## src/rtl/bus_controller_if.sv

```systemverilog
// Instruction-fetch handshake between the bus controller (master) and instruction memory (slave).
interface bus_controller_if #(
  parameter int PC_W = 8
);
  logic            imem_req;
  logic [PC_W-1:0] imem_addr;
  logic            imem_ack;
  logic [15:0]     imem_data;

  modport master (output imem_req, output imem_addr, input imem_ack, input imem_data);
  modport slave  (input imem_req, input imem_addr, output imem_ack, output imem_data);
endinterface

```

## src/rtl/bus_controller.sv

```systemverilog
// FETCH/DECODE/EXEC sequencer that writes back into the t0..t3 register file over BUS/LD.
// Optional carry flag, ADC and JC are enabled with `define BUS_CONTROLLER_CARRY_EN.
module bus_controller #(
  parameter int              PC_W     = 8,
  parameter logic [PC_W-1:0] RESET_PC = '0
) (
  input  logic               clk,
  input  logic               rst,
  bus_controller_if.master   imem,
  input  logic [15:0]        t0,
  input  logic [15:0]        t1,
  input  logic [15:0]        t2,
  input  logic [15:0]        t3,
  input  logic [15:0]        i0,
  input  logic [15:0]        i1,
  input  logic [15:0]        const_i,
  output logic [15:0]        BUS,
  output logic [3:0]         LD,
  output logic               zflag,
  output logic               halted
`ifdef BUS_CONTROLLER_CARRY_EN
  ,
  output logic               cflag
`endif
);

  typedef enum logic [1:0] {
    FETCH  = 2'd0,
    DECODE = 2'd1,
    EXEC   = 2'd2,
    HALT   = 2'd3
  } state_e;

  state_e          state_q, state_d;
  logic [PC_W-1:0] pc_q, pc_d;
  logic [15:0]     ir_q, ir_d;
  logic            req_q, req_d;
  logic [15:0]     res_q, res_d;
  logic            wr_q, wr_d;
  logic            br_q, br_d;
  logic [15:0]     bus_q, bus_d;
  logic [3:0]      ld_q, ld_d;
  logic            z_q, z_d;
`ifdef BUS_CONTROLLER_CARRY_EN
  logic            c_q, c_d;
  logic            rc_q, rc_d;
  logic            cw_q, cw_d;
`endif

  logic [3:0]      op;
  logic [15:0]     op_a, op_b;
  logic [15:0]     alu_res;
  logic            alu_wr;
  logic            br_take;
`ifdef BUS_CONTROLLER_CARRY_EN
  logic            alu_c;
  logic            alu_cw;
  logic [16:0]     wide;
`endif

  function automatic logic [15:0] pick_src(input logic [2:0] s,
                                           input logic [15:0] r0, input logic [15:0] r1,
                                           input logic [15:0] r2, input logic [15:0] r3,
                                           input logic [15:0] k0, input logic [15:0] k1,
                                           input logic [15:0] k2);
    case (s)
      3'd0:    pick_src = r0;
      3'd1:    pick_src = r1;
      3'd2:    pick_src = r2;
      3'd3:    pick_src = r3;
      3'd4:    pick_src = k0;
      3'd5:    pick_src = k1;
      3'd6:    pick_src = k2;
      default: pick_src = 16'h0000;
    endcase
  endfunction

  assign op   = ir_q[15:12];
  assign op_a = pick_src(ir_q[9:7], t0, t1, t2, t3, i0, i1, const_i);
  assign op_b = pick_src(ir_q[6:4], t0, t1, t2, t3, i0, i1, const_i);

  always_comb begin
    alu_res = 16'h0000;
    alu_wr  = 1'b0;
    br_take = 1'b0;
`ifdef BUS_CONTROLLER_CARRY_EN
    alu_c   = c_q;
    alu_cw  = 1'b0;
    wide    = 17'h0;
`endif
    case (op)
      4'h1: begin alu_res = op_a;                  alu_wr = 1'b1; end
`ifdef BUS_CONTROLLER_CARRY_EN
      4'h2: begin
        wide    = {1'b0, op_a} + {1'b0, op_b};
        alu_res = wide[15:0];
        alu_c   = wide[16];
        alu_cw  = 1'b1;
        alu_wr  = 1'b1;
      end
      // Borrow shows up as bit 16 of the zero-extended difference.
      4'h3: begin
        wide    = {1'b0, op_a} - {1'b0, op_b};
        alu_res = wide[15:0];
        alu_c   = wide[16];
        alu_cw  = 1'b1;
        alu_wr  = 1'b1;
      end
      4'h9: begin
        wide    = {1'b0, op_a} + {1'b0, op_b} + {16'h0000, c_q};
        alu_res = wide[15:0];
        alu_c   = wide[16];
        alu_cw  = 1'b1;
        alu_wr  = 1'b1;
      end
      4'hA: br_take = c_q;
`else
      4'h2: begin alu_res = op_a + op_b;           alu_wr = 1'b1; end
      4'h3: begin alu_res = op_a - op_b;           alu_wr = 1'b1; end
`endif
      4'h4: begin alu_res = op_a & op_b;           alu_wr = 1'b1; end
      4'h5: begin alu_res = op_a | op_b;           alu_wr = 1'b1; end
      4'h6: begin alu_res = {8'h00, ir_q[7:0]};    alu_wr = 1'b1; end
      4'h7: br_take = 1'b1;
      4'h8: br_take = z_q;
      default: ;
    endcase
  end

  always_comb begin
    state_d = state_q;
    pc_d    = pc_q;
    ir_d    = ir_q;
    req_d   = req_q;
    res_d   = res_q;
    wr_d    = wr_q;
    br_d    = br_q;
    bus_d   = bus_q;
    ld_d    = 4'b0000;
    z_d     = z_q;
`ifdef BUS_CONTROLLER_CARRY_EN
    c_d     = c_q;
    rc_d    = rc_q;
    cw_d    = cw_q;
`endif
    case (state_q)
      // req_q is low for the first FETCH cycle after reset, so a stale ack is never taken.
      FETCH: begin
        req_d = 1'b1;
        if (req_q && imem.imem_ack) begin
          ir_d    = imem.imem_data;
          req_d   = 1'b0;
          state_d = DECODE;
        end
      end
      DECODE: begin
        res_d = alu_res;
        wr_d  = alu_wr;
        br_d  = br_take;
`ifdef BUS_CONTROLLER_CARRY_EN
        rc_d  = alu_c;
        cw_d  = alu_cw;
`endif
        if (alu_wr) begin
          bus_d = alu_res;
          ld_d  = 4'b1000 >> ir_q[11:10];
        end
        state_d = EXEC;
      end
      EXEC: begin
        if (wr_q) z_d = (res_q == 16'h0000);
`ifdef BUS_CONTROLLER_CARRY_EN
        if (cw_q) c_d = rc_q;
`endif
        pc_d = br_q ? PC_W'(ir_q[7:0]) : pc_q + PC_W'(1);
        if (op == 4'hF) begin
          state_d = HALT;
        end else begin
          state_d = FETCH;
          req_d   = 1'b1;
        end
      end
      default: ;
    endcase
  end

  always_ff @(posedge clk or posedge rst) begin
    if (rst) begin
      state_q <= FETCH;
      pc_q    <= RESET_PC;
      ir_q    <= 16'h0000;
      req_q   <= 1'b0;
      res_q   <= 16'h0000;
      wr_q    <= 1'b0;
      br_q    <= 1'b0;
      bus_q   <= 16'h0000;
      ld_q    <= 4'b0000;
      z_q     <= 1'b0;
`ifdef BUS_CONTROLLER_CARRY_EN
      c_q     <= 1'b0;
      rc_q    <= 1'b0;
      cw_q    <= 1'b0;
`endif
    end else begin
      state_q <= state_d;
      pc_q    <= pc_d;
      ir_q    <= ir_d;
      req_q   <= req_d;
      res_q   <= res_d;
      wr_q    <= wr_d;
      br_q    <= br_d;
      bus_q   <= bus_d;
      ld_q    <= ld_d;
      z_q     <= z_d;
`ifdef BUS_CONTROLLER_CARRY_EN
      c_q     <= c_d;
      rc_q    <= rc_d;
      cw_q    <= cw_d;
`endif
    end
  end

  assign imem.imem_req  = req_q;
  assign imem.imem_addr = pc_q;
  assign BUS            = bus_q;
  assign LD             = ld_q;
  assign zflag          = z_q;
  assign halted         = (state_q == HALT);
`ifdef BUS_CONTROLLER_CARRY_EN
  assign cflag          = c_q;
`endif

endmodule
```

## src/flat_wrapper.sv

```systemverilog
// flat-port wrapper written by rule: the top's interface ports become plain ports
module bus_controller_flat 
#(
  parameter int              PC_W     = 8,
  parameter logic [PC_W-1:0] RESET_PC = '0
)
  (clk, rst, t0, t1, t2, t3, i0, i1, const_i, BUS, LD, zflag, halted, imem_imem_req, imem_imem_addr, imem_imem_ack, imem_imem_data);
  bus_controller_if #(.PC_W(PC_W)) imem_i ();
  input  logic clk;
  input  logic rst;
  input  logic [15:0] t0;
  input  logic [15:0] t1;
  input  logic [15:0] t2;
  input  logic [15:0] t3;
  input  logic [15:0] i0;
  input  logic [15:0] i1;
  input  logic [15:0] const_i;
  output logic [15:0] BUS;
  output logic [3:0] LD;
  output logic zflag;
  output logic halted;
  output wire logic [$bits(imem_i.imem_req)-1:0] imem_imem_req;
  output wire logic [$bits(imem_i.imem_addr)-1:0] imem_imem_addr;
  input wire logic [$bits(imem_i.imem_ack)-1:0] imem_imem_ack;
  input wire logic [$bits(imem_i.imem_data)-1:0] imem_imem_data;
  assign imem_imem_req = imem_i.imem_req;
  assign imem_imem_addr = imem_i.imem_addr;
  assign imem_i.imem_ack = imem_imem_ack;
  assign imem_i.imem_data = imem_imem_data;
  bus_controller #(.PC_W(PC_W), .RESET_PC(RESET_PC)) u_core (.clk(clk), .rst(rst), .imem(imem_i), .t0(t0), .t1(t1), .t2(t2), .t3(t3), .i0(i0), .i1(i1), .const_i(const_i), .BUS(BUS), .LD(LD), .zflag(zflag), .halted(halted));
endmodule
```

## config.mk

```make
export PLATFORM = sky130hd
export DESIGN_NAME = bus_controller_flat
export DESIGN_NICKNAME = d
export VERILOG_FILES = /design/src/rtl/bus_controller_if.sv /design/src/rtl/bus_controller.sv /design/src/flat_wrapper.sv
export SDC_FILE = /design/constraint.sdc
export NUM_CORES = 1
export LEC_CHECK = 0
export CORE_MARGIN = 10
export CORE_UTILIZATION = 45
export CTS_CLUSTER_DIAMETER = 80
export DETAILED_ROUTE_END_ITERATION = 7
export PLACE_DENSITY = 0.8
export SLEW_MARGIN = 20
export SYNTH_ARGS = -nofsm -noshare
export SYNTH_HDL_FRONTEND = slang
export SYNTH_SLANG_ARGS = --single-unit
```

## constraint.sdc

```tcl
create_clock -name clk -period 4.1 [get_ports clk]
set_clock_uncertainty 0.05 [all_clocks]
set_input_delay 0.82 -clock clk [delete_from_list [all_inputs] [get_ports clk]]
set_output_delay 0.82 -clock clk [all_outputs]
set_load 0.1 [all_outputs]
```

==> summary.txt, run 1 <==
GP Congestion: 0.986
Layout cell share with drive strength beyond 1: 26.4%
Avg WL per Cell: 20.9 µm
TritonCTS clock tree: yes
Clock latency on the worst-skew pair: 0.34 ns
Htree depth: 3
HPWL after DPL: 18700 µm
Post-synth cell types: 69
Vias/cell: 6.10
Iter 0 DRT Violations: 637
Worst reg2reg startpoint: u_core.ir_q[5]
Total clock sinks: 66
Slew HR: 33.9%
Post-synth EDFFs: 0
Synth area leader: dfrtp_1
CP startpoint kind: primary input
Final min period: 4.02 ns
Clk slew on worst S/H paths: 0.06 ns
Rows: 42
Syn_nets: 889
Initial Utilization: 46.3%
Status: finished, final reports clean
Grt ovf: 0
Vias in the first global route: 7289
First-pass GRT wire length: 37800 µm
Slew Limit Fails: 0
Seq/Total Area, Yosys: 26.7%
Die Y: 137 µm
CP Max Fanout: 4
Worst Max-Slew Pin Slew: 0.984 ns
GRT Total Usage: 25.2%
# DRC: 0
Top_reg_cell synth: dfrtp_1
Setup tns final: 0 ns
Final period util: 98.1%
Synth area leaders: dfrtp_1 (27%), mux2i_1 (6.0%), mux2_2 (5.5%)
Worst path arrival time: 4.18 ns
Nets: 1146
YS warnings: 0
Synth Cell Area: 6180 µm²
Die ar.: 18800 µm²
Leading cell type by number of instances after synthesis: nand2_1
Critical Path RT: 4.26 ns
Final ANT Viol Nets: 0
Root Buffer Master: clkbuf_16
Crit end category: flip-flop
Cell Count, Final, Fillers Out: 1175
# setup viols final: 0
Placed insts: 1138
RSZ-0062 raised after global routing: true
Layout area overhead: 52.6%
Fmax: 0.249 GHz
CTS Buf Count: 9
Top cells by instance count after synthesis: nand2_1 (68), dfrtp_1 (66), o21ai_0 (61), nor2_1 (53)
Crit path from: t0[9]
Final core occ: 70.7%
IO Count: 162
Initial antenna violation count: 3
Largest net degree at the start of global routing: 41
Area share of the largest cell type after synthesis: 26.7%
Startpoint of the worst hold path: u_core.BUS[0]
Yosys reg bits: 66
Core area: 13300 µm²
Ys async rst share: 100%
Worst hold path class: flip-flop to flip-flop
Post-Synthesis Cells: 734
Clk buf depth: 2
Routed via count: 7166
Avg Cell Area, Syn: 8.42 µm²
Pre-Repair DR Iteration Count: 6
I/O Buffers: 161
Fin. Hold Viols: 0
Kind of critical path: primary input to flip-flop
Max-cap viol count: 0
Hold Buf Count CTS: 0
Die X: 137 µm
Routed WL: 24500 µm
==> critical path: stages <==
cell	delay, ns
clkdlybuf4s15_1	0.19
mux2_4	0.28
a221o_1	0.37
a2111oi_4	0.39
nand4_2	0.15
nor2_1	0.12
a21oi_1	0.09
xnor2_1	0.15
ha_1	0.32
buf_6	0.14
o21a_1	0.20
and3_1	0.15
o211ai_1	0.14
a31oi_1	0.17
and3_1	0.21
mux2i_1	0.18
nand3_1	0.11
==> cells by family (layout without fill, tap and decap cells) <==
family | count (synthesis) | in the layout | share of synthesized area [%]
AO/OA/AOI/OAI | 230 | 230 | 25.5
AND/OR/NAND/NOR | 223 | 223 | 17.4
buffers and inverters | 86 | 348 | 5.61
multiplexers | 85 | 85 | 16.9
flip-flops | 66 | 66 | 26.7
adder cells (fa/ha/maj) | 24 | 24 | 4.98
XOR/XNOR | 20 | 20 | 2.83
other | 0 | 3 | 0
==> placed cells by master (no fill, tap or decap), types with 9 or more instances in the layout <==
cell type | Yosys | final
a21oi_1 | 39 | 35
a221o_1 | 9 | 9
a22oi_1 | 12 | 12
buf_4 | 0 | 123
clkbuf_16 | 0 | 9
clkdlybuf4s50_1 | 0 | 129
dfrtp_1 | 66 | 65
dlymetal6s2s_1 | 0 | 15
ha_1 | 23 | 21
inv_1 | 39 | 38
mux2_2 | 30 | 25
mux2_4 | 0 | 10
mux2i_1 | 37 | 35
mux4_2 | 11 | 11
nand2_1 | 68 | 64
nand2b_1 | 10 | 10
nand3_1 | 22 | 19
nor2_1 | 53 | 52
nor2b_1 | 12 | 9
nor3_1 | 19 | 16
o21a_1 | 12 | 10
o21ai_0 | 61 | 45
o21ai_1 | 5 | 12
o22ai_1 | 11 | 10
xnor2_1 | 14 | 13
==> metrics by stage <==
step / worst slack, ns / hold slack [ns] / instance area (µm²)
CTS: 0.00518 / 0.432 / 9170
finish: 0.0781 / 0.428 / 9430
detailed placement: -0.593 / 0.415 / 8670
floorplan: 0.000842 / 0.400 / 6190
global route: -0.0509 / 0.462 / 9430
global placement: -0.544 / 0.411 / 8670
==> layer usage <==
metal	part of all wire, %	vias up	routed length [µm]	track usage (%)
met5	0	-	0	0
met4	5.2	0	1270	13.4
met3	8.1	101	1980	4.66
met2	48	422	11800	42.6
met1	39	3368	9480	29.8
li1	-	3275	-	-
==> state kept, by name, summed over array words and instances (netlist names) <==
name,flops
u_core.BUS,16
u_core.LD,4
u_core.br_q,1
u_core.imem.imem_addr,8
u_core.imem.imem_req,1
u_core.ir_q,16
u_core.res_q,16
u_core.state_q,2
u_core.wr_q,1
u_core.zflag,1
==> final timing paths <==
path	to	slack [ns]	cells after the start
setup / recovery	u_core.BUS[15]	0.08	17
hold / removal	u_core.BUS[0]	0.43	2
setup reg to reg	u_core.BUS[15]	0.09	17
hold reg to reg	u_core.BUS[0]	0.43	2
max in group asynchronous	u_core.res_q[15]	2.35	3
min in group asynchronous	u_core.LD[1]	0.93	2
==> cell type report <==
type | count | area, µm²
Clock buffer | 10 | 239
Fill cell | 1022 | 3920
Inverter | 41 | 154
Antenna cell | 3 | 7.51
Multi-Input combinational cell | 582 | 4480
Timing Repair Buffer | 291 | 2620
Clock inverter | 6 | 65.1
Tap cell | 176 | 220
Sequential cell | 66 | 1650
==> what timing repair did <==
action                     CTS  global route
gates resized for setup     59            83
pin swaps                   37            43
buffers inserted            10             8
setup endpoints to repair   17            20
Power of run 1 is not shown: default switching activity piles up to over one toggle a cycle in this logic, so the estimate is an artifact.
==> run 2, diff against run 1 <==
--- a/config.mk
+++ b/config.mk
@@ -5,6 +5,7 @@
 export SDC_FILE = /design/constraint.sdc
 export NUM_CORES = 1
 export LEC_CHECK = 0
+export ABC_CLOCK_PERIOD_IN_PS = 4100
 export CORE_MARGIN = 10
 export CORE_UTILIZATION = 45
 export CTS_CLUSTER_DIAMETER = 80
==> results of run 2 <==
The final DEF is identical to that of run 1; final timing and power are the same.
Power of run 2 is left out for the same reason.
==> run 3, diff against run 2 <==
--- a/config.mk
+++ b/config.mk
@@ -6,7 +6,7 @@
 export NUM_CORES = 1
 export LEC_CHECK = 0
 export ABC_CLOCK_PERIOD_IN_PS = 4100
-export CORE_MARGIN = 10
+export CORE_MARGIN = 2
 export CORE_UTILIZATION = 45
 export CTS_CLUSTER_DIAMETER = 80
 export DETAILED_ROUTE_END_ITERATION = 7
==> run 3 against run 2 <==
Effect of this change: non-clock buffer count fell by 6; design area fell by 0.15%; die area fell by 22%; wire length fell by 5.1%; highest routed layer unchanged; fmax fell by 2.6%; worst hold slack got worse by 0.0050 ns; via count rose by 0.31%; setup slack got worse by 0.11 ns; largest cell class unchanged; register-to-register slack got worse by 0.11 ns; global-route usage rose by 5.8 points; clock-buffer cell count did not move; the flow now finishes with violations (setup timing); final cell count fell by 0.77%.
==> summary.txt, run 3 (same netlist as run 1, synthesis figures left out) <==
Fin. Hold Viols: 0
Layout cell share with drive strength beyond 1: 24.7%
Slew HR: 31.7%
CTS Buf Count: 9
Final min period: 4.13 ns
Most frequent cells in the layout: clkdlybuf4s50_1 (139), buf_4 (117), nand2_1 (67), dfrtp_1 (65), nor2_1 (51)
Slew Limit Fails: 0
HPWL after DPL: 17400 µm
Worst path arrival time: 4.30 ns
Met1 usage: 39.6%
Number of cells on the worst hold path: 2
TritonCTS clock tree: yes
GRT Total Usage: 31.0%
First-pass GRT wire length: 35900 µm
Routed WL: 23300 µm
Worst Max-Slew Pin Slew: 1.02 ns
Gr busiest metal: met2
Minimum setup slack after placement: -0.627 ns
Pre-Repair DR Iteration Count: 5
Max-cap viol count: 0
Grt ovf: 0
Failing checks: setup timing
Die X: 121 µm
RSZ-0062 raised after global routing: true
Fill cell total of the finished layout: 1002
Die Y: 121 µm
I/O Buffers: 161
Antenna Cells: 0
CP startpoint kind: primary input
GP Congestion: 0.985
Largest net degree at the start of global routing: 39
# setup viols final: 2
Layout area overhead: 52.4%
Worst Reg-to-Reg Cells: 16
Clk buf depth: 2
Crit end category: flip-flop
Avg WL per Cell: 20.0 µm
Htree depth: 3
Placed insts: 1134
Worst hold path class: flip-flop to flip-flop
Hold Buf Count CTS: 0
Rows: 42
Core area: 13300 µm²
Final core occ: 70.6%
GR Layer Usage met3: 4.89%
# DRC: 0
Nets: 1140
Vias in the first global route: 7083
Final ANT Viol Nets: 0
Status: complete, but fails checks
Post-route worst setup slack: -0.0308 ns
Critical Path RT: 4.27 ns
Kind of critical path: primary input to flip-flop
Vias/cell: 6.16
Global Route met2 Usage: 52.4%
Clk slew on worst S/H paths: 0.06 ns
Total clock sinks: 66
CP Max Fanout: 5
Initial antenna violation count: 0
Initial Utilization: 46.3%
Iter 0 DRT Violations: 552
IO Count: 162
Fmax: 0.242 GHz
Routed via count: 7188
Final period util: 101%
Root Buffer Master: clkbuf_16
Cell Count, Final, Fillers Out: 1166
Commonest non-fill, non-tap cell in the layout: clkdlybuf4s50_1
Die ar.: 14700 µm²
Clock latency on the worst-skew pair: 0.34 ns
==> run 3: cell type report <==
cell class / instances / area [µm²] / share of cell area [%]
Clock buffer: 10 / 229 / 2.43
Clock inverter: 6 / 138 / 1.46
Inverter: 41 / 154 / 1.63
Multi-Input combinational cell: 582 / 4460 / 47.4
Sequential cell: 66 / 1650 / 17.5
Tap cell: 176 / 220 / 2.34
Timing Repair Buffer: 285 / 2560 / 27.2
==> run 3: layer usage <==
metal / share of wire, % / wire [µm]
met1: 40 / 9320
met2: 48 / 11200
met3: 8.1 / 1870
met4: 3.8 / 885
met5: 0 / 0
==> run 3: per-stage QoR <==
step                hold slack [ns]  area (µm²)  setup TNS [ns]
floorplan                     0.400        6190               0
global placement              0.410        8640           -8.01
detailed placement            0.414        8650           -9.62
CTS                           0.427        9130               0
global route                  0.452        9420           -1.17
finish                        0.423        9420         -0.0612
==> run 3: critical path: stages <==
cell             delay [ns]
clkdlybuf4s15_1        0.19
mux2_4                 0.26
mux4_2                 0.52
a2111oi_4              0.37
nand4_4                0.16
or2_4                  0.29
o21ai_2                0.16
xnor2_1                0.14
ha_1                   0.30
o21a_1                 0.15
and3_1                 0.14
o211ai_1               0.14
a31oi_2                0.17
and3_1                 0.21
mux2i_1                0.17
nand3_1                0.09
==> run 3: timing repair <==
action,in CTS,in global routing
endpoints found under the setup margin,17,22
gates cloned,0,0
setup buffers,8,9
resized for setup,41,75
pin swaps,19,30
==> run 3: final timing paths <==
| path | from | to | slack (ns) |
|---|---|---|---|
| worst max-delay path | t2[8] | u_core.res_q[15] | -0.03 |
| worst min-delay path | u_core.BUS[0] | u_core.BUS[0] | 0.42 |
| worst max register to register | u_core.ir_q[5] | u_core.res_q[15] | -0.02 |
| worst min register to register | u_core.BUS[0] | u_core.BUS[0] | 0.42 |
| max in group asynchronous | rst | u_core.res_q[12] | 2.34 |
| min in group asynchronous | rst | u_core.LD[1] | 0.90 |
Power of run 3 is left out for the same reason.
